<file path="src/rtl/synth_audio_pkg.sv">
// Shared constants and the fetch FSM state type for the I2S scheduler.
package synth_audio_pkg;

  // Default sample width per channel.
  localparam int AUD_WIDTH  = 16;

  // BCK periods per LRCK frame (32 per channel).
  localparam int FRAME_BITS = 64;
  localparam int BITCNT_W   = $clog2(FRAME_BITS);

  // Sample fetch FSM.
  typedef enum logic [1:0] {
    ST_IDLE = 2'd0,
    ST_REQ  = 2'd1,
    ST_FULL = 2'd2
  } fetch_state_t;

endpackage

</file>
<file path="src/rtl/audio_i2s_clkgen.sv">
// BCK divider, 64-bit frame counter, LRCK and frame-start tick.
// While i_run is low everything is held at zero, so a restarted run always
// begins at the first bit of a fresh frame.
module audio_i2s_clkgen
  import synth_audio_pkg::*;
#(
  parameter int BCK_HALF_DIV = 8
) (
  input  logic i_clk,
  input  logic i_rst,
  input  logic i_run,
  output logic o_bck,
  output logic o_lrck,
  output logic o_tick
);

  localparam logic [7:0]          DIV_LAST = 8'(BCK_HALF_DIV - 1);
  localparam logic [BITCNT_W-1:0] BIT_LAST = BITCNT_W'(FRAME_BITS - 1);

  logic [7:0]          r_div;
  logic                r_bck;
  logic [BITCNT_W-1:0] r_bitcnt;
  logic                r_tick;
  logic                w_term;

  assign w_term = (r_div == DIV_LAST);

  // Divider toggles BCK on terminal count; bit counter advances on BCK fall,
  // and the tick is raised in the same edge where the counter wraps 63->0.
  always_ff @(posedge i_clk) begin
    if (i_rst || !i_run) begin
      r_div    <= '0;
      r_bck    <= 1'b0;
      r_bitcnt <= '0;
      r_tick   <= 1'b0;
    end else begin
      r_tick <= 1'b0;
      if (w_term) begin
        r_div <= '0;
        r_bck <= ~r_bck;
        if (r_bck) begin
          r_bitcnt <= r_bitcnt + BITCNT_W'(1);
          r_tick   <= (r_bitcnt == BIT_LAST);
        end
      end else begin
        r_div <= r_div + 8'd1;
      end
    end
  end

  // LRCK is the counter MSB, so it can only move on a BCK falling edge.
  assign o_bck  = r_bck;
  assign o_lrck = r_bitcnt[BITCNT_W-1];
  assign o_tick = r_tick;

endmodule

</file>
<file path="src/rtl/audio_i2s_scheduler.sv">
// I2S frame scheduler: generates BCK/LRCK, fetches one stereo pair per
// frame from the synth engine and presents it, stable, for a whole frame.
//
// Handshake: oSAMPLE_REQ acts as ready, iSAMPLE_VALID as valid. A pair moves
// on any rising iCLK edge where both are high; the requester may hold valid
// high with data at any time, and the data is only consumed on that edge.
module audio_i2s_scheduler
  import synth_audio_pkg::*;
#(
  parameter int BCK_HALF_DIV = 8,
  parameter int AUD_WIDTH    = synth_audio_pkg::AUD_WIDTH
) (
  input  logic                 iCLK,
  input  logic                 iRST,
  input  logic                 iENABLE,
  output logic                 oAUD_BCK,
  output logic                 oAUD_LRCK,
  output logic                 oFRAME_TICK,
  output logic                 oSAMPLE_REQ,
  input  logic                 iSAMPLE_VALID,
  input  logic [AUD_WIDTH-1:0] i_lsample,
  input  logic [AUD_WIDTH-1:0] i_rsample,
  output logic [AUD_WIDTH-1:0] o_lsound_out,
  output logic [AUD_WIDTH-1:0] o_rsound_out,
  output logic                 oUNDERRUN,
  input  logic                 iCLR_UNDERRUN,
  output fetch_state_t         o_dbg_state
);

  fetch_state_t         r_state;
  fetch_state_t         w_state_next;
  logic [AUD_WIDTH-1:0] r_stage_l;
  logic [AUD_WIDTH-1:0] r_stage_r;
  logic [AUD_WIDTH-1:0] r_out_l;
  logic [AUD_WIDTH-1:0] r_out_r;
  logic                 r_underrun;

  logic w_tick;
  logic w_hs;
  logic w_run;
  logic w_capture;
  logic w_load_in;
  logic w_load_stage;
  logic w_zero_out;
  logic w_set_ur;

  // Counters run whenever the FSM is (or is about to be) out of IDLE, so an
  // enable drop only stops them once the frame-end tick has been consumed.
  assign w_run = (w_state_next != ST_IDLE);

  audio_i2s_clkgen #(
    .BCK_HALF_DIV(BCK_HALF_DIV)
  ) u_clkgen (
    .i_clk (iCLK),
    .i_rst (iRST),
    .i_run (w_run),
    .o_bck (oAUD_BCK),
    .o_lrck(oAUD_LRCK),
    .o_tick(w_tick)
  );

  assign oSAMPLE_REQ = (r_state == ST_REQ);
  assign w_hs        = oSAMPLE_REQ & iSAMPLE_VALID;

  // Next-state and datapath strobes for the fetch FSM.
  always_comb begin
    w_state_next = r_state;
    w_capture    = 1'b0;
    w_load_in    = 1'b0;
    w_load_stage = 1'b0;
    w_zero_out   = 1'b0;
    w_set_ur     = 1'b0;
    case (r_state)
      ST_IDLE: begin
        if (iENABLE) w_state_next = ST_REQ;
      end
      ST_REQ: begin
        if (w_tick) begin
          // A pair arriving on the tick itself bypasses the stage.
          if (w_hs) begin
            w_load_in = 1'b1;
          end else begin
            w_zero_out = 1'b1;
            w_set_ur   = 1'b1;
          end
          w_state_next = iENABLE ? ST_REQ : ST_IDLE;
        end else if (w_hs) begin
          w_capture    = 1'b1;
          w_state_next = ST_FULL;
        end
      end
      ST_FULL: begin
        if (w_tick) begin
          w_load_stage = 1'b1;
          w_state_next = iENABLE ? ST_REQ : ST_IDLE;
        end
      end
      default: w_state_next = ST_IDLE;
    endcase
  end

  // State, stage, output pair and sticky underrun registers.
  always_ff @(posedge iCLK) begin
    if (iRST) begin
      r_state    <= ST_IDLE;
      r_stage_l  <= '0;
      r_stage_r  <= '0;
      r_out_l    <= '0;
      r_out_r    <= '0;
      r_underrun <= 1'b0;
    end else begin
      r_state <= w_state_next;
      if (w_capture) begin
        r_stage_l <= i_lsample;
        r_stage_r <= i_rsample;
      end else if (w_state_next == ST_IDLE) begin
        r_stage_l <= '0;
        r_stage_r <= '0;
      end
      if (w_load_in) begin
        r_out_l <= i_lsample;
        r_out_r <= i_rsample;
      end else if (w_load_stage) begin
        r_out_l <= r_stage_l;
        r_out_r <= r_stage_r;
      end else if (w_zero_out) begin
        r_out_l <= '0;
        r_out_r <= '0;
      end
      // A fresh underrun beats a simultaneous clear.
      if (w_set_ur) begin
        r_underrun <= 1'b1;
      end else if (iCLR_UNDERRUN) begin
        r_underrun <= 1'b0;
      end
    end
  end

  assign oFRAME_TICK  = w_tick;
  assign o_lsound_out = r_out_l;
  assign o_rsound_out = r_out_r;
  assign oUNDERRUN    = r_underrun;
  assign o_dbg_state  = r_state;

endmodule

</file>
<file path="config.mk">
export PLATFORM = sky130hd
export DESIGN_NAME = audio_i2s_scheduler
export DESIGN_NICKNAME = d
export VERILOG_FILES = /design/src/rtl/synth_audio_pkg.sv /design/src/rtl/audio_i2s_clkgen.sv /design/src/rtl/audio_i2s_scheduler.sv
export SDC_FILE = /design/constraint.sdc
export NUM_CORES = 1
export LEC_CHECK = 0
export ABC_AREA = 1
export ABC_CLOCK_PERIOD_IN_PS = 1800
export BUFFER_PORTS_ARGS = -buffer_cell sky130_fd_sc_hd__buf_4
export CORE_MARGIN = 3
export CORE_UTILIZATION = 54
export DETAILED_ROUTE_END_ITERATION = 6
export GPL_TIMING_DRIVEN = 1
export PLACE_DENSITY_LB_ADDON = 0.1
export SYNTH_ARGS = -nofsm -noshare
export SYNTH_HDL_FRONTEND = slang
export SYNTH_SLANG_ARGS = --single-unit
</file>
<file path="constraint.sdc">
create_clock -name iCLK -period 1.8 [get_ports iCLK]
set_clock_uncertainty 0.15 [all_clocks]
set_input_delay 0 -clock iCLK [delete_from_list [all_inputs] [get_ports iCLK]]
set_output_delay 0 -clock iCLK [all_outputs]
set_load 0.02 [all_outputs]
</file>
==> impl_results.md, run 1 <==
- Status: complete, no violations
- Wire per inst: 13.8 um
- Crit path depth: 6
- Number of port buffers: 75
- CTS sink cnt: 83
- Worst path slowest cell: dlygate4sd3_1
- List of most frequent post-synthesis cells: nand2_1, dfxtp_1, inv_1
- TNS Setup: 0 ns
- Adder-Cell Fraction of Synth Area: less than 1%
- Yosys top cell area share: between 40% and 50%
- GRT overflow: 0
- Core footprint: about 6500 um2
- Synth area leaders: dfxtp_1, nand2_1, nand3_1, inv_1, o211ai_1
- Largest family of logic cells by synthesized area: simple AND/OR/NAND/NOR gates
- Die X: just under 90 um
- DR iter-0 viols: 257
- CTS tree: built
- CTS root buf: clkbuf_8
- Max-slew violations: 0
- H-tree levels: 3
- Worst setup SP type: flip-flop
- Post-synthesis compound-gate area fraction: roughly an eighth
- Reg area: around 1700 um2
- Worst EP arrival: about 1.8 ns
- Share of cells above drive strength 1: about a fifth
- PwrDens: between 700 and 800 nW/um2
- Syn Inst Count: 498
- Drt first pass iters: 5
- Sequential area share after synthesis: a little under half
- Period Utilization, post-route: roughly 93%
- Clock-pin slew on the worst setup and hold paths: 0.08 ns
- FILL cells: about 460
- DRC Markers: 0
- DRT Wirelength: 9.58 mm
- Leakage power: ~2.2 nW
- Dpl hpwl: about 6.1 mm
- Cell variety after synth: 31
- Avg Inst Size Synth: about 7.4 um2
- Max Buffers Root-to-Sink: 2
- Synth async-reset ratio: 0%
- Worst setup EP type: flip-flop
- Layout Nets: ~650
- Row count: 29
- Initial antenna violation count: 0
- First-pass GRT wire length: between 15 and 20 mm
- CP max FO: 4
- Worst slew margin: approximately three quarters
- Vias in the first global route: 3507
- Top-Level Pins: between 70 and 80
- Critical Path Max Stage Delay: ~0.57 ns
- Number of flops mapped to enable cells by yosys: 0
- Max cap viols: 0
- Drt via density: between 5 and 6
- Bufs and invs on worst path: 3
- Total GRT Usage: about 26%
- Area growth, synth to finish: 37.2%
- Area leader, netlist: dfxtp_1
- Worst skew pair latency: 0.35 ns
- #FFs+latches synth: just over 80
- Synth Flop Type: dfxtp_1
- WHS: between 0.3 and 0.4 ns
- R2R depth: 6
- Synth warn: 0
- Peak VDD IR: between 0.0007 and 0.0008 V
- Number of buffers created by CTS: 9
- Setup violators final: 0
- Antenna viol nets, final: 0
- Measured slew at the worst slew-check pin: 0.389 ns
- Post-Syn Area: 3660 um2
- Die Ht: slightly below 90 um
- Largest net degree at the start of global routing: 36
- Vias: around 3700
- Final worst path period need: around 1.7 ns
- Cells along the critical path: inv_2 > nand2_2 > inv_1 > nand3_1 > a21oi_1 > dlygate4sd3_1
- Fin. Hold Viols: 0
- GP Congestion: roughly 0.85
- Simple-gate share of the synthesized area: between 20% and 30%
- Cell family with most CP delay: buffers and inverters
- Die area: around 8000 um2
- Xor/xnor share of the synthesized area: around 1.9%
- Post-synthesis mux area share: 0%
- Peak Freq: 0.596 GHz
- RSZ-0062 raised after global routing: no
- Multi-input logic area: 1550 um2
- Mapped Nets: between 500 and 600
- Critical path type: reg -> reg
- Starting Density: roughly 57%
- Count leader, synth: nand2_1
- Worst Hold Depth: 1
- Min-delay worst type: reg -> reg
- N_diodes: 0
- Req. time, crit path: between 1.5 and 2 ns
-- report_power, final --
part | internal, mW | switching, mW | total [mW]
combinational | 0.173 | 0.185 | 0.358
sequential | 1.86 | 0.0156 | 1.87
clock | 1.10 | 0.683 | 1.78
-- layer usage --
| layer | up-vias | GRT usage [%] | share of wire (%) |
|---|---|---|---|
| li1 | 1822 | - | - |
| met4 | 0 | 9.48 | 1.4 |
| met3 | 13 | 5.87 | 6.4 |
| met5 | - | 0 | 0 |
| met2 | 123 | 46.0 | 51 |
| met1 | 1715 | 30.0 | 41 |
-- cells in the final DEF, fill, tap and decap left out, types with 3 or more instances in the layout --
cell / netlist / final
nand4_1: 3 / 3
nand2_2: 3 / 3
dlygate4sd3_1: 0 / 37
o211ai_1: 32 / 32
nand2_1: 110 / 110
nor2_1: 18 / 17
a21oi_1: 38 / 38
inv_2: 4 / 5
buf_4: 1 / 91
bufinv_16: 0 / 4
xnor2_1: 4 / 4
clkbuf_8: 0 / 10
inv_1: 79 / 78
xor2_1: 4 / 4
dfxtp_1: 83 / 81
nand3_1: 73 / 73
-- metrics by stage --
stage                     cells  util, %  power [mW]  area, um2  setup WS [ns]
after global placement      638     67.0        2.18       4330          0.114
after global routing        695     77.8        4.14       5030         0.0230
final                       695     77.8        4.02       5030          0.121
after floorplan             498        -        2.07       3660          0.180
after detailed placement    638     67.0        2.18       4330         0.0763
after CTS                   691     77.0        4.02       4970         0.0142
-- flip-flops by register name (all words and copies together), names as in the netlist --
register,cells
u_clkgen.r_div,8
r_stage_l,16
o_lsound_out,16
o_dbg_state,2
u_clkgen.o_tick,1
oUNDERRUN,1
o_rsound_out,16
u_clkgen.r_bitcnt,6
u_clkgen.o_bck,1
r_stage_r,16
-- logic make-up (layout without fill, tap and decap cells) --
logic type	count (synthesis)	in the layout
adders and majority gates	2	2
and+or+nand+nor	217	217
buffers and inverters	113	233
AOI/OAI and AO/OA	75	75
xor gates and xnor gates	8	8
DFF	83	83
-- cell type report --
type                       count  share of cell area [%]
multi-input combinational    302                    30.7
inverter                      84                    6.27
clock inverter                 6                    2.71
tap                           77                    1.92
timing repair buffer         133                    22.5
clock buffer                  10                    2.74
sequential                    83                    33.1
-- final timing paths --
path | from | to | slack, ns
max reg2reg | o_dbg_state[1] | oUNDERRUN | 0.12
min reg2reg | u_clkgen.r_div[0] | u_clkgen.r_div[0] | 0.31
min | u_clkgen.r_div[0] | u_clkgen.r_div[0] | 0.31
max | o_dbg_state[1] | oUNDERRUN | 0.12
-- timing repair --
action	CTS	global route
resized for setup	0	9
buffers inserted	0	4
hold endpoints to repair	67	0
endpoints found under the setup margin	0	36
hold buffers	37	0
Note: power is estimated with default switching activity, not from simulation.
==> run 2: changes to the inputs <==
--- a/config.mk
+++ b/config.mk
@@ -8,11 +8,13 @@
 export ABC_AREA = 1
 export ABC_CLOCK_PERIOD_IN_PS = 1800
 export BUFFER_PORTS_ARGS = -buffer_cell sky130_fd_sc_hd__buf_4
+export CORE_ASPECT_RATIO = 1.25
 export CORE_MARGIN = 3
 export CORE_UTILIZATION = 54
 export DETAILED_ROUTE_END_ITERATION = 6
 export GPL_TIMING_DRIVEN = 1
 export PLACE_DENSITY_LB_ADDON = 0.1
+export REMOVE_ABC_BUFFERS = 1
 export SYNTH_ARGS = -nofsm -noshare
 export SYNTH_HDL_FRONTEND = slang
 export SYNTH_SLANG_ARGS = --single-unit
==> impl_results.md, run 2 (synthesis gave the netlist of run 1 again) <==
- Status: complete, no violations (unchanged)
- End of the worst hold path: o_dbg_state[1] (was u_clkgen.r_div[0])
- Sequential share of power: 51.7% (was 46.7%)
- Logic pwr share: 9.2% (was 8.9%)
- Worst path slowest cell: dfxtp_1 (was dlygate4sd3_1)
- Vias: 3654 (was 3673)
- Number of buffers created by CTS: 9 (unchanged)
- GR Layer Usage met1: 29.3% (was 30.0%)
- Bufs and invs on worst path: 2 (was 3)
- Multi-input logic area: 1540 um2 (was 1550 um2)
- Drt via density: 5.24 (was 5.28)
- Critical Path Max Stage Delay: 0.38 ns (was 0.57 ns)
- Die Ht: 98.1 um (was 88.4 um)
- Period Utilization, post-route: 93.5% (was 93.3%)
- Met2 Use GR: 43.2% (was 46.0%)
- Wire per inst: 13.5 um (was 13.8 um)
- Area growth, synth to finish: 33.8% (was 37.2%)
- GRT overflow: 0 (unchanged)
- Row count: 32 (was 29)
- Starting Density: 57.5% (was 56.7%)
- Vias in the first global route: 3525 (was 3507)
- CTS sink cnt: 83 (unchanged)
- Reg-to-reg setup timing slack: 0.12 ns (about the same)
- CP max FO: 14 (was 4)
- Cell Int Power: 2.77 mW (was 3.13 mW)
- DR iter-0 viols: 249 (was 257)
- H-tree levels: 3 (unchanged)
- Final Core Density: 76.9% (was 77.8%)
- Cells along the critical path: inv_2 > nand2_2 > nor2_4 > o21ai_2 > nand3_4 > buf_4 > nand3_1 > a21oi_1 (was inv_2 > nand2_2 > inv_1 > nand3_1 > a21oi_1 > dlygate4sd3_1)
- Worst Hold Depth: 5 (was 1)
- Fin. Hold Viols: 0 (unchanged)
- Core footprint: 6370 um2 (was 6460 um2)
- WHS: 0.0541 ns (was 0.309 ns)
- Initial antenna violation count: 0 (unchanged)
- Clock-pin slew on the worst setup and hold paths: 0.07 ns (was 0.08 ns)
- Peak Freq: 0.594 GHz (was 0.596 GHz)
- Leakage power: 2.13 nW (was 2.19 nW)
- Measured slew at the worst slew-check pin: 0.375 ns (was 0.389 ns)
- Grt peak-use layer: met2 (unchanged)
- Antenna viol nets, final: 0 (unchanged)
- GP Congestion: 0.747 (was 0.849)
- Total GRT Usage: 24.8% (was 25.7%)
- Worst skew pair latency: 0.35 ns (about the same)
- Pre-CTS WS: 0.124 ns (was 0.0763 ns)
- Worst setup EP type: flip-flop (unchanged)
- DRC Markers: 0 (unchanged)
- Most frequent cells in the layout: nand2_1, buf_4, dfxtp_1 (unchanged)
- Hold Crit Start: iSAMPLE_VALID (was u_clkgen.r_div[0])
- Max cap viols: 0 (unchanged)
- Top-Level Pins: 76 (unchanged)
- Reg area: 1660 um2 (about the same)
- Min-delay worst type: in -> reg (was reg -> reg)
- Switching share of power: 23.6% (was 22.0%)
- DRT Wirelength: 9.41 mm (was 9.58 mm)
- Worst slew margin: 75.0% (was 73.9%)
- Peak VDD IR: 0.000763 V (was 0.000761 V)
- Largest net degree at the start of global routing: 36 (unchanged)
- R2R depth: 8 (was 6)
- Met3 Track Usage GR: 6.37% (was 5.87%)
- P_sw: 0.854 mW (was 0.883 mW)
- Reg2reg end: r_stage_r[10] (was oUNDERRUN)
- Final worst path period need: 1.68 ns (about the same)
- Share of cells above drive strength 1: 20.3% (was 21.2%)
- Max Buffers Root-to-Sink: 2 (unchanged)
- Setup slack after layout: 0.117 ns (was 0.121 ns)
- CTS tree: built (unchanged)
- Worst setup SP type: flip-flop (unchanged)
- Max-slew violations: 0 (unchanged)
- Drt first pass iters: 5 (unchanged)
- Req. time, crit path: 1.87 ns (was 1.89 ns)
- First-pass GRT wire length: 15.7 mm (was 15.8 mm)
- Commonest non-fill, non-tap cell in the layout: nand2_1 (unchanged)
- FILL cells: 507 (was 463)
- Dpl hpwl: 6.19 mm (was 6.09 mm)
- RSZ-0062 raised after global routing: no (unchanged)
- PwrDens: 740 nW/um2 (was 799 nW/um2)
- Worst EP arrival: 1.75 ns (was 1.77 ns)
- Number of port buffers: 75 (unchanged)
- Critical path type: reg -> reg (unchanged)
- Layout Nets: 646 (was 652)
- Die X: 79.7 um (was 88.4 um)
- Die area: 7810 um2 (about the same)
- Setup violators final: 0 (unchanged)
- Clock power frac: 39.1% (was 44.4%)
- CTS root buf: clkbuf_8 (unchanged)
- Pwr Total: 3.62 mW (was 4.02 mW)
- Crit path depth: 8 (was 6)
- N_diodes: 0 (unchanged)
- Cell family with most CP delay: simple AND/OR/NAND/NOR gates (was buffers and inverters)
- RR Startpoint: o_dbg_state[1] (unchanged)
run 2: worst max-delay path by stage:
| stage | endpoint | slack (ns) | start |
|---|---|---|---|
| after floorplan | o_lsound_out[0] | -1.02 | u_clkgen.o_tick |
| after global placement | u_clkgen.r_bitcnt[2] | 0.14 | u_clkgen.r_div[0] |
| after detailed placement | r_stage_r[10] | 0.12 | o_dbg_state[1] |
| after CTS | oUNDERRUN | 0.06 | u_clkgen.o_tick |
| after global routing | oUNDERRUN | 0.003 | u_clkgen.o_tick |
| final | r_stage_r[10] | 0.12 | o_dbg_state[1] |
run 2: power groups by stage:
| stage | Clock, mW | Combinational (mW) | Sequential, mW |
|---|---|---|---|
| 6_report | 1.42 | 0.333 | 1.87 |
| 3_3_place_gp | 0 | 0.264 | 1.91 |
| 3_5_place_dp | 0 | 0.270 | 1.92 |
| 5_1_grt | 1.51 | 0.359 | 1.88 |
| 2_1_floorplan | 0 | 0.111 | 1.92 |
| 4_1_cts | 1.44 | 0.333 | 1.87 |
run 2: layer usage:
metal,wire [um],vias up
met5,0,-
met4,164,0
met3,585,18
met2,4930,121
met1,3730,1700
li1,-,1815
run 2: area by class of cell:
type | count | share of cell area (%)
clock inverter | 3 | 0.920
multi-input combinational | 302 | 31.4
inverter | 84 | 6.44
timing repair buffer | 127 | 21.6
sequential | 83 | 33.9
tap | 85 | 2.17
clock buffer | 13 | 3.45
run 2: tightest hold or removal path: stages:
cell     delay (ns)
buf_4          0.08
inv_1          0.08
nor2_4         0.16
o21ai_2        0.09
nor2_1         0.09
run 2: repair_timing:
item | in CTS | in global routing
gates resized for setup | 0 | 4
hold buffers | 36 | 0
endpoints found under the setup margin | 0 | 7
hold endpoints to repair | 72 | 0
buffers inserted | 0 | 0
run 2: stage by stage:
step	setup TNS (ns)	cells	area, um2
finish	0	697	4900
detailed placement	0	645	4320
CTS	0	697	4890
global route	0	697	4900
global placement	0	645	4320
floorplan	-54.64	469	3510
==> run 3: changes to the inputs <==
--- a/config.mk
+++ b/config.mk
@@ -8,9 +8,11 @@
 export ABC_AREA = 1
 export ABC_CLOCK_PERIOD_IN_PS = 1800
 export BUFFER_PORTS_ARGS = -buffer_cell sky130_fd_sc_hd__buf_4
+export CELL_PAD_IN_SITES_DETAIL_PLACEMENT = 1
+export CELL_PAD_IN_SITES_GLOBAL_PLACEMENT = 1
 export CORE_ASPECT_RATIO = 1.25
 export CORE_MARGIN = 3
-export CORE_UTILIZATION = 54
+export CORE_UTILIZATION = 39
 export DETAILED_ROUTE_END_ITERATION = 6
 export GPL_TIMING_DRIVEN = 1
 export PLACE_DENSITY_LB_ADDON = 0.1
==> impl_results.md, run 3 (synthesis gave the netlist of run 1 again) <==
- Row count: 38 (was 32)
- R2R depth: 8 (unchanged)
- Wl on met1: 4.54 mm (was 3.73 mm)
- Initial antenna violation count: 0 (unchanged)
- Peak Freq: 0.606 GHz (was 0.594 GHz)
- DR iter-0 viols: 118 (was 249)
- CTS root buf: clkbuf_8 (unchanged)
- Most frequent cells in the layout: nand2_1, buf_4, dfxtp_1 (unchanged)
- Starting Density: 41.2% (was 57.5%)
- Largest net degree at the start of global routing: 36 (unchanged)
- Setup violators final: 0 (unchanged)
- DRC Markers: 0 (unchanged)
- Vias: 3624 (was 3654)
- Final Instance Area: 4940 um2 (was 4900 um2)
- Top-Level Pins: 76 (unchanged)
- Req. time, crit path: 1.88 ns (was 1.87 ns)
- Worst setup EP type: flip-flop (unchanged)
- Layout Nets: 649 (was 646)
- Fin. Hold Viols: 0 (unchanged)
- Worst setup SP type: flip-flop (unchanged)
- Leakage power: 2.14 nW (was 2.13 nW)
- Number of port buffers: 75 (unchanged)
- Placed cell area: 4380 um2 (was 4320 um2)
- Post-CTS setup buffer count: 0 (unchanged)
- Drt via density: 4.93 (was 5.24)
- Max cap viols: 0 (unchanged)
- Reg-to-reg setup timing slack: 0.15 ns (was 0.12 ns)
- Drt first pass iters: 4 (was 5)
- Wire per inst: 14.6 um (was 13.5 um)
- Worst slew margin: 75.8% (was 75.0%)
- Vias in the first global route: 3873 (was 3525)
- N_diodes: 0 (unchanged)
- First-pass GRT wire length: 18.5 mm (was 15.7 mm)
- Die X: 92.7 um (was 79.7 um)
- Core footprint: 8890 um2 (was 6370 um2)
- Final worst path period need: 1.65 ns (was 1.68 ns)
- RSZ-0062 raised after global routing: no (unchanged)
- PwrDens: 722 nW/um2 (was 740 nW/um2)
- Share of cells above drive strength 1: 21.0% (was 20.3%)
- Status: complete, no violations (unchanged)
- Measured slew at the worst slew-check pin: 0.363 ns (was 0.375 ns)
- CTS sink cnt: 83 (unchanged)
- RR Startpoint: o_dbg_state[1] (unchanged)
- DRT Wirelength: 10.7 mm (was 9.41 mm)
- DR WL met3: 342 um (was 585 um)
- Commonest non-fill, non-tap cell in the layout: nand2_1 (unchanged)
- Die Ht: 114 um (was 98.1 um)
- Dpl hpwl: 7.45 mm (was 6.19 mm)
- Max Buffers Root-to-Sink: 2 (unchanged)
- WL met2: 5.72 mm (was 4.93 mm)
- Critical path type: reg -> reg (unchanged)
- H-tree levels: 3 (unchanged)
- TNS Setup: 0 ns (unchanged)
- Number of buffers created by CTS: 9 (unchanged)
- CTS tree: built (unchanged)
- Total GRT Usage: 21.6% (was 24.8%)
- Area growth, synth to finish: 35.0% (was 33.8%)
- Peak VDD IR: 0.000443 V (was 0.000763 V)
- Max-slew violations: 0 (unchanged)
- GRT overflow: 0 (unchanged)
- Last element of the critical path: r_stage_r[3] (was r_stage_r[10])
- Antenna viol nets, final: 0 (unchanged)
- Min-delay worst type: in -> reg (unchanged)
- Clock-pin slew on the worst setup and hold paths: 0.08 ns (was 0.07 ns)
- Reg2reg end: r_stage_r[3] (was r_stage_r[10])
- Die area: 10600 um2 (was 7810 um2)
- Worst skew pair latency: 0.36 ns (was 0.35 ns)
- Period Utilization, post-route: 91.7% (was 93.5%)
- GP Congestion: 0.811 (was 0.747)
- Max Used Layer: met4 (unchanged)
- CP max FO: 14 (unchanged)
- CP Launch Point: o_dbg_state[1] (unchanged)
- Worst EP arrival: 1.73 ns (was 1.75 ns)
## run 3: cell count changes in the layout (fill, tap and decap cells not counted), moves of 2 or more
cell,previous run,this run
clkinv_2,0,3
dfxtp_1,82,80
buf_4,89,94
clkbuf_8,12,10
dfxtp_2,1,3
## run 3: power breakdown
part,switching [mW],internal [mW],total [mW]
combinational,0.184,0.156,0.340
sequential,0.0166,1.86,1.88
clock,0.679,0.673,1.35
total,0.879,2.69,3.57
## run 3: worst min-delay path by stage
stage / startpoint / endpoint / cells past startpoint
final: iCLR_UNDERRUN / oUNDERRUN / 5
after global routing: u_clkgen.r_div[0] / u_clkgen.r_div[0] / 1
after CTS: iCLR_UNDERRUN / oUNDERRUN / 5
after detailed placement: iCLR_UNDERRUN / oUNDERRUN / 4
after global placement: iCLR_UNDERRUN / oUNDERRUN / 4
after floorplan: iRST / oUNDERRUN / 1
## run 3: repair_timing
| item | 4_1_cts | 5_1_grt |
|---|---|---|
| hold buffers | 36 | 0 |
| hold endpoints to repair | 68 | 0 |
| resized for setup | 0 | 5 |
| setup endpoints to repair | 0 | 34 |
## run 3: layout make-up
cell class              instances  area (um2)
repair buffers                130        1070
multi-input cells             302        1550
fillers                      1123        3950
well taps                     120         150
clock inverters                 5        52.6
inverters                      84         315
flip-flops and latches         83        1670
clock buffers                  11         141
## run 3: through the flow
step,utilization (%),power [mW],setup WS [ns],hold slack (ns),std cells
global route,55.6,3.71,0.0168,0.330,735
detailed placement,49.2,2.19,0.0919,0.124,683
finish,55.6,3.57,0.149,0.294,735
floorplan,-,2.03,-1.02,-0.0809,469
global placement,49.2,2.19,0.158,0.109,683
CTS,55.5,3.60,0.0686,0.292,735
## run 3: critical path: stages, from the launching register on
cell     delay (ns)
dfxtp_2        0.38
inv_2          0.06
nand2_2        0.14
nor2_4         0.06
o21ai_2        0.18
nand3_4        0.17
buf_4          0.23
nand3_1        0.09
a21oi_1        0.07
## run 3: layer usage
| metal | vias to the layer above | GRT usage (%) |
|---|---|---|
| met5 | - | 0 |
| met4 | 0 | 7.33 |
| met3 | 9 | 2.70 |
| met2 | 55 | 39.4 |
| met1 | 1743 | 26.0 |
| li1 | 1817 | - |
